### src/rtl/arm_prog_loader_if.sv
// Stream-in plus instruction/data memory write bus between a program source and the loader.
// Latency: none (wires only); all timing lives in the loader.
// Backpressure: in_ready from the loader gates in_valid/in_data; memory writes cannot be stalled.
interface arm_prog_loader_if #(
   parameter int INS_AW  = 5,
   parameter int DATA_AW = 6
);
   logic               in_valid;
   logic [31:0]        in_data;
   logic               in_ready;
   logic               ins_we;
   logic [INS_AW-1:0]  ins_addr;
   logic [31:0]        ins_wdata;
   logic               dmem_we;
   logic [DATA_AW-1:0] dmem_addr;
   logic [31:0]        dmem_wdata;

   // Word source and memory sink side
   modport master (
      output in_valid, in_data,
      input  in_ready, ins_we, ins_addr, ins_wdata, dmem_we, dmem_addr, dmem_wdata
   );

   // Loader side
   modport slave (
      input  in_valid, in_data,
      output in_ready, ins_we, ins_addr, ins_wdata, dmem_we, dmem_addr, dmem_wdata
   );
endinterface

### src/rtl/arm_prog_loader.sv
// Streams program + data images into core memories, holds core in reset, then runs and watches pc.
// Latency: memory write 1 cycle after each accepted word; core released 2 cycles after last word.
// Backpressure: in_ready high only while loading; every offered word is taken then, none otherwise.
module arm_prog_loader #(
   parameter int INS_MEM_SIZE  = 32,
   parameter int DATA_MEM_SIZE = 64,
   parameter int MAX_CYCLES    = 100000
) (
   input  logic                i_clk,
   input  logic                i_rst,
   input  logic                i_start,
   input  logic [31:0]         i_pc,
   arm_prog_loader_if.slave    io_bus,
   output logic                o_cpu_rst,
   output logic                o_done,
   output logic                o_timeout,
   output logic [31:0]         o_cycle_cnt
);
   localparam int INS_AW  = $clog2(INS_MEM_SIZE);
   localparam int DATA_AW = $clog2(DATA_MEM_SIZE);
   localparam int CNT_W   = (INS_AW > DATA_AW) ? INS_AW : DATA_AW;

   localparam logic [CNT_W-1:0] INS_LAST  = CNT_W'(INS_MEM_SIZE - 1);
   localparam logic [CNT_W-1:0] DATA_LAST = CNT_W'(DATA_MEM_SIZE - 1);
   // First byte address past the end of instruction memory
   localparam logic [31:0]      PC_END    = 32'(INS_MEM_SIZE * 4);
   localparam logic [31:0]      CYC_LAST  = 32'(MAX_CYCLES - 1);

   typedef enum logic [2:0] {
      S_IDLE,
      S_LOAD_INS,
      S_LOAD_DATA,
      S_SETTLE,
      S_RUN,
      S_HALT
   } state_t;

   state_t               r_state;
   logic [CNT_W-1:0]     r_cnt;
   logic                 r_in_ready;
   logic                 r_ins_we;
   logic [INS_AW-1:0]    r_ins_addr;
   logic [31:0]          r_ins_wdata;
   logic                 r_dmem_we;
   logic [DATA_AW-1:0]   r_dmem_addr;
   logic [31:0]          r_dmem_wdata;
   logic                 r_cpu_rst;
   logic                 r_done;
   logic                 r_timeout;
   logic [31:0]          r_cycle_cnt;

   logic                 w_xfer;

   assign w_xfer = io_bus.in_valid && r_in_ready;

   assign io_bus.in_ready   = r_in_ready;
   assign io_bus.ins_we     = r_ins_we;
   assign io_bus.ins_addr   = r_ins_addr;
   assign io_bus.ins_wdata  = r_ins_wdata;
   assign io_bus.dmem_we    = r_dmem_we;
   assign io_bus.dmem_addr  = r_dmem_addr;
   assign io_bus.dmem_wdata = r_dmem_wdata;
   assign o_cpu_rst         = r_cpu_rst;
   assign o_done            = r_done;
   assign o_timeout         = r_timeout;
   assign o_cycle_cnt       = r_cycle_cnt;

   // Control FSM: every output is a register updated alongside the state
   always_ff @(posedge i_clk) begin
      if (i_rst) begin
         r_state      <= S_IDLE;
         r_cnt        <= '0;
         r_in_ready   <= 1'b0;
         r_ins_we     <= 1'b0;
         r_ins_addr   <= '0;
         r_ins_wdata  <= '0;
         r_dmem_we    <= 1'b0;
         r_dmem_addr  <= '0;
         r_dmem_wdata <= '0;
         r_cpu_rst    <= 1'b1;
         r_done       <= 1'b0;
         r_timeout    <= 1'b0;
         r_cycle_cnt  <= '0;
      end else begin
         // Write enables are single-cycle pulses
         r_ins_we  <= 1'b0;
         r_dmem_we <= 1'b0;

         case (r_state)
            S_IDLE: begin
               if (i_start) begin
                  r_state    <= S_LOAD_INS;
                  r_cnt      <= '0;
                  r_in_ready <= 1'b1;
               end
            end

            S_LOAD_INS: begin
               if (w_xfer) begin
                  r_ins_we    <= 1'b1;
                  r_ins_addr  <= r_cnt[INS_AW-1:0];
                  r_ins_wdata <= io_bus.in_data;
                  if (r_cnt == INS_LAST) begin
                     r_cnt   <= '0;
                     r_state <= S_LOAD_DATA;
                  end else begin
                     r_cnt <= r_cnt + 1'b1;
                  end
               end
            end

            S_LOAD_DATA: begin
               if (w_xfer) begin
                  r_dmem_we    <= 1'b1;
                  r_dmem_addr  <= r_cnt[DATA_AW-1:0];
                  r_dmem_wdata <= io_bus.in_data;
                  if (r_cnt == DATA_LAST) begin
                     r_cnt      <= '0;
                     r_in_ready <= 1'b0;
                     r_state    <= S_SETTLE;
                  end else begin
                     r_cnt <= r_cnt + 1'b1;
                  end
               end
            end

            // Final data write lands this cycle; release the core on the way out
            S_SETTLE: begin
               r_state   <= S_RUN;
               r_cpu_rst <= 1'b0;
            end

            // Running off the end of instruction memory beats the budget check
            S_RUN: begin
               if (i_pc >= PC_END) begin
                  r_state   <= S_HALT;
                  r_cpu_rst <= 1'b1;
                  r_done    <= 1'b1;
                  r_timeout <= 1'b0;
               end else if (r_cycle_cnt == CYC_LAST) begin
                  r_state   <= S_HALT;
                  r_cpu_rst <= 1'b1;
                  r_done    <= 1'b1;
                  r_timeout <= 1'b1;
               end else if (r_cycle_cnt != 32'hFFFF_FFFF) begin
                  r_cycle_cnt <= r_cycle_cnt + 32'd1;
               end
            end

            // Results held until a new start forces a full reload
            S_HALT: begin
               if (i_start) begin
                  r_state     <= S_LOAD_INS;
                  r_cnt       <= '0;
                  r_in_ready  <= 1'b1;
                  r_done      <= 1'b0;
                  r_timeout   <= 1'b0;
                  r_cycle_cnt <= '0;
               end
            end

            default: begin
               r_state <= S_IDLE;
            end
         endcase
      end
   end
endmodule

### src/flat_wrapper.sv
// flat-port wrapper written by rule: the top's interface ports become plain ports
module arm_prog_loader_flat 
#(
   parameter int INS_MEM_SIZE  = 32,
   parameter int DATA_MEM_SIZE = 64,
   parameter int MAX_CYCLES    = 100000
)
  (i_clk, i_rst, i_start, i_pc, o_cpu_rst, o_done, o_timeout, o_cycle_cnt, io_bus_in_valid, io_bus_in_data, io_bus_in_ready, io_bus_ins_we, io_bus_ins_addr, io_bus_ins_wdata, io_bus_dmem_we, io_bus_dmem_addr, io_bus_dmem_wdata);
  arm_prog_loader_if #(.INS_AW(5), .DATA_AW(6)) io_bus_i ();
  input  logic i_clk;
  input  logic i_rst;
  input  logic i_start;
  input  logic [31:0] i_pc;
  output logic o_cpu_rst;
  output logic o_done;
  output logic o_timeout;
  output logic [31:0] o_cycle_cnt;
  input wire logic [$bits(io_bus_i.in_valid)-1:0] io_bus_in_valid;
  input wire logic [$bits(io_bus_i.in_data)-1:0] io_bus_in_data;
  output wire logic [$bits(io_bus_i.in_ready)-1:0] io_bus_in_ready;
  output wire logic [$bits(io_bus_i.ins_we)-1:0] io_bus_ins_we;
  output wire logic [$bits(io_bus_i.ins_addr)-1:0] io_bus_ins_addr;
  output wire logic [$bits(io_bus_i.ins_wdata)-1:0] io_bus_ins_wdata;
  output wire logic [$bits(io_bus_i.dmem_we)-1:0] io_bus_dmem_we;
  output wire logic [$bits(io_bus_i.dmem_addr)-1:0] io_bus_dmem_addr;
  output wire logic [$bits(io_bus_i.dmem_wdata)-1:0] io_bus_dmem_wdata;
  assign io_bus_i.in_valid = io_bus_in_valid;
  assign io_bus_i.in_data = io_bus_in_data;
  assign io_bus_in_ready = io_bus_i.in_ready;
  assign io_bus_ins_we = io_bus_i.ins_we;
  assign io_bus_ins_addr = io_bus_i.ins_addr;
  assign io_bus_ins_wdata = io_bus_i.ins_wdata;
  assign io_bus_dmem_we = io_bus_i.dmem_we;
  assign io_bus_dmem_addr = io_bus_i.dmem_addr;
  assign io_bus_dmem_wdata = io_bus_i.dmem_wdata;
  arm_prog_loader #(.INS_MEM_SIZE(INS_MEM_SIZE), .DATA_MEM_SIZE(DATA_MEM_SIZE), .MAX_CYCLES(MAX_CYCLES)) u_core (.i_clk(i_clk), .i_rst(i_rst), .i_start(i_start), .i_pc(i_pc), .io_bus(io_bus_i), .o_cpu_rst(o_cpu_rst), .o_done(o_done), .o_timeout(o_timeout), .o_cycle_cnt(o_cycle_cnt));
endmodule
### config.mk
export PLATFORM = sky130hd
export DESIGN_NAME = arm_prog_loader_flat
export DESIGN_NICKNAME = d
export VERILOG_FILES = /design/src/rtl/arm_prog_loader_if.sv /design/src/rtl/arm_prog_loader.sv /design/src/flat_wrapper.sv
export SDC_FILE = /design/constraint.sdc
export NUM_CORES = 1
export LEC_CHECK = 0
export ABC_AREA = 1
export CORE_ASPECT_RATIO = 0.75
export CORE_MARGIN = 1
export CORE_UTILIZATION = 45
export CTS_CLUSTER_DIAMETER = 100
export CTS_CLUSTER_SIZE = 25
export DETAILED_ROUTE_END_ITERATION = 8
export PLACE_DENSITY = 0.77
export SYNTH_ARGS = -nofsm -noshare
export SYNTH_HDL_FRONTEND = slang
export SYNTH_SLANG_ARGS = --single-unit
### constraint.sdc
create_clock -name i_clk -period 4.99 [get_ports i_clk]
set_input_delay 0.998 -clock i_clk [delete_from_list [all_inputs] [get_ports i_clk]]
set_output_delay 0.998 -clock i_clk [all_outputs]
set_load 0.02 [all_outputs]
==> impl_metrics.yaml <==
place:
  place_area_mm2: 0.00791
  globalplace.congestion: 0.931
  io_buffers: 173
  dpl.hpwl_um: 12800
final_layout:
  final_cell_mix: "nand2_1, nor2_1, clkdlybuf4s50_1, dfxtp_1, a21oi_1"
  drive_above_1_share: 0.0837
  final_cell_area_mm2: 0.00851
  fin_nets: 1180
  utilization: 0.649
  final_common_cell: "nand2_1"
  synthToLayoutAreaGrowth_pct: 39.4
  n_antenna_cell: 0
global_routing:
  grt_remaining_overflow: 0
  grtUsageMet3: 0.0752
  antenna_found_initial: 0
  track_usage: 0.265
  use_met1: 0.391
  use_met2: 0.371
  grt_busiest_layer: "met1"
  grt_max_degree: 72
  grt_pass1_wl_um: 28600
  grt_pass1_vias: 5598
detailed_routing:
  drc: 0
  firstDrtPassIters: 5
  wl_per_cell_um: 14.5
  drtIter0Drc: 460
  via_per_inst: 4.98
  vias: 6449
  antenna_left: 0
  totalWireLength_um: 18700
sta:
  hold_viol_final: 0
  post-route-min-period_ns: 2.62
  rsz0062_at_grt: "no"
  fmax_ghz: 0.382
  fin_crit_sh: 0.525
  worst_pin_slew_ns: 1.07
  finalClockSkew_ns: 0.00841
  maxSlewHeadroom: 0.287
  setup_viol: 0
  timing.hold.ws_ns: 0.463
  finalSetupTns_ns: 0
  maxSlewViolCount: 0
worst_setup_path:
  critPathCaptureType: "output port"
  ff2ff_path_depth: 12
  worstPathCellList: "clkdlybuf4s50_1"
  cp.depth: 1
  critPathArrivalTime_ns: 1.62
  worst-path-buf-inv: 1
  required_ns: 3.99
  cpLargestDelayFamily: "buffers and inverters"
  path_class: "reg -> out"
  slowest_delay_ns: 0.69
  worst_path_max_delay_cell: "clkdlybuf4s50_1"
  path_max_fanout: 8
  crit_path_start_kind: "register"
yosys:
  synth_edf_count: 0
  ys_warn_count: 0
  async_reset_ff_frac: 0
  netlist_area_mm2: 0.00610
  synth_seq_cells: 122
  syn_avg_cell_area_um2: 6.43
  ys_types: 34
  synth_top_area_cell: "dfxtp_1"
  seq_area_frac_synth: 0.400
  netlist_instances: 949
  synth_nets: 1019
  synthFlopType: "dfxtp_1"
  synthTopCellsByArea: "dfxtp_1, nand2_1, nor2_1"
  yosysTopAreaCellShare: 0.400
pwr:
  power.share.clock: 0.408
  pwr-share-seq: 0.355
  power_switching_share: 0.336
  combPwrFrac: 0.238
  power_per_cell_area_mw_per_mm2: 363
  ir_drop_v: 0.000274
  p_total_mw: 3.09
  leakage_nw: 3.22
  p_switching_mw: 1.04
  intPower_mw: 2.05
clocking:
  postCtsResizedCells: 0
  cts_sinks: 122
  cts_buffer_depth: 2
  hold_buffers: 0
  cts_root_buffer: "clkbuf_16"
  numCtsBuffers: 17
  clk_pin_slew_worst_paths_ns: 0.06
  clock_latency_ns: 0.41
  cts.htree.levels: 4
  cts_setup_buffers: 0
  cts_tree: "done"
run:
  maxCapViolCount: 0
worst_hold_path:
  hp-class: "reg -> reg"
  holdPathStages: 2
die:
  coreArea_mm2: 0.0131
  ios: 181
  design.die.area_mm2: 0.0140
  dieWidth_um: 136
  start_util: 0.466
  die_h_um: 103
  fp-row-count: 36
outcome:
  status: "completed"
-- per-stage QoR --
step | worst slack, ns | std cells
6_report | 2.37 | 1294
4_1_cts | 2.35 | 1294
2_1_floorplan | 2.85 | 949
3_3_place_gp | 2.07 | 1262
3_5_place_dp | 2.02 | 1262
5_1_grt | 2.23 | 1294
-- Yosys cell counts, types with 2 or more instances --
library cell,number
nand2_1,289
nor2_1,208
dfxtp_1,122
a21oi_1,65
inv_1,58
o21ai_0,52
nand3_1,44
clkbuf_1,25
nand2_2,18
a21oi_2,16
buf_2,8
nor2_2,5
nor3_1,4
nand2_4,3
nand3_2,3
nor2_4,3
o21bai_1,3
clkinv_1,2
ha_1,2
inv_2,2
nand4_1,2
xnor2_1,2
xor2_1,2
-- worst register-to-register path, delay by kind of cell, from the launching register on --
| family | cells | cell delay, ns |
|---|---|---|
| AND/OR/NAND/NOR | 10 | 1.31 |
| flip-flops | 1 | 0.42 |
| adder cells (fa/ha/maj) | 1 | 0.39 |
| buffers and inverters | 1 | 0.11 |
-- power groups by stage --
stage / registers, mW / clock network, mW / logic, mW
2_1_floorplan: 1.16 / 0 / 0.463
3_3_place_gp: 1.11 / 0 / 0.719
3_5_place_dp: 1.12 / 0 / 0.728
4_1_cts: 1.10 / 1.27 / 0.732
5_1_grt: 1.11 / 1.33 / 0.811
6_report: 1.10 / 1.26 / 0.735
-- worst paths after layout --
path / slack [ns] / to / start
setup / recovery: 2.37 / o_cycle_cnt[27] / u_core.o_cycle_cnt[27]
hold / removal: 0.46 / u_core.io_bus.dmem_addr[2] / u_core.io_bus.dmem_addr[2]
setup reg to reg: 2.62 / u_core.o_cycle_cnt[0] / u_core.o_cycle_cnt[0]
hold reg to reg: 0.46 / u_core.io_bus.dmem_addr[2] / u_core.io_bus.dmem_addr[2]
-- cells by family (layout without fill, tap and decap cells) --
group,count (synthesis),after routing,synth area share
simple gates,583,583,0.396
fa+ha+maj,2,2,0.00410
flops,122,122,0.400
buf+inv,100,274,0.0693
xor+xnor,4,4,0.00574
compound gates,138,138,0.125
-- flip-flops by register name (all words and copies together) (netlist names), 3 cells and up --
signal                    flops
u_core.io_bus.dmem_addr       6
u_core.io_bus.dmem_wdata     32
u_core.io_bus.ins_addr        5
u_core.io_bus.ins_wdata      32
u_core.o_cycle_cnt           32
u_core.r_cnt                  6
u_core.r_state                3
-- layout make-up --
| cell class | count | area (µm²) |
|---|---|---|
| inverters | 63 | 239 |
| repair buffers | 179 | 1770 |
| fillers | 1208 | 4600 |
| flip-flops and latches | 122 | 2440 |
| well taps | 171 | 214 |
| clock inverters | 14 | 163 |
| multi-input cells | 727 | 3240 |
| clock buffers | 18 | 439 |
-- metal layers --
layer / vias up / share of wire
li1: 3307 / -
met1: 2894 / 0.49
met2: 229 / 0.42
met3: 19 / 0.077
met4: 0 / 0.0096
met5: - / 0
Power figures use the tool's default switching activity.
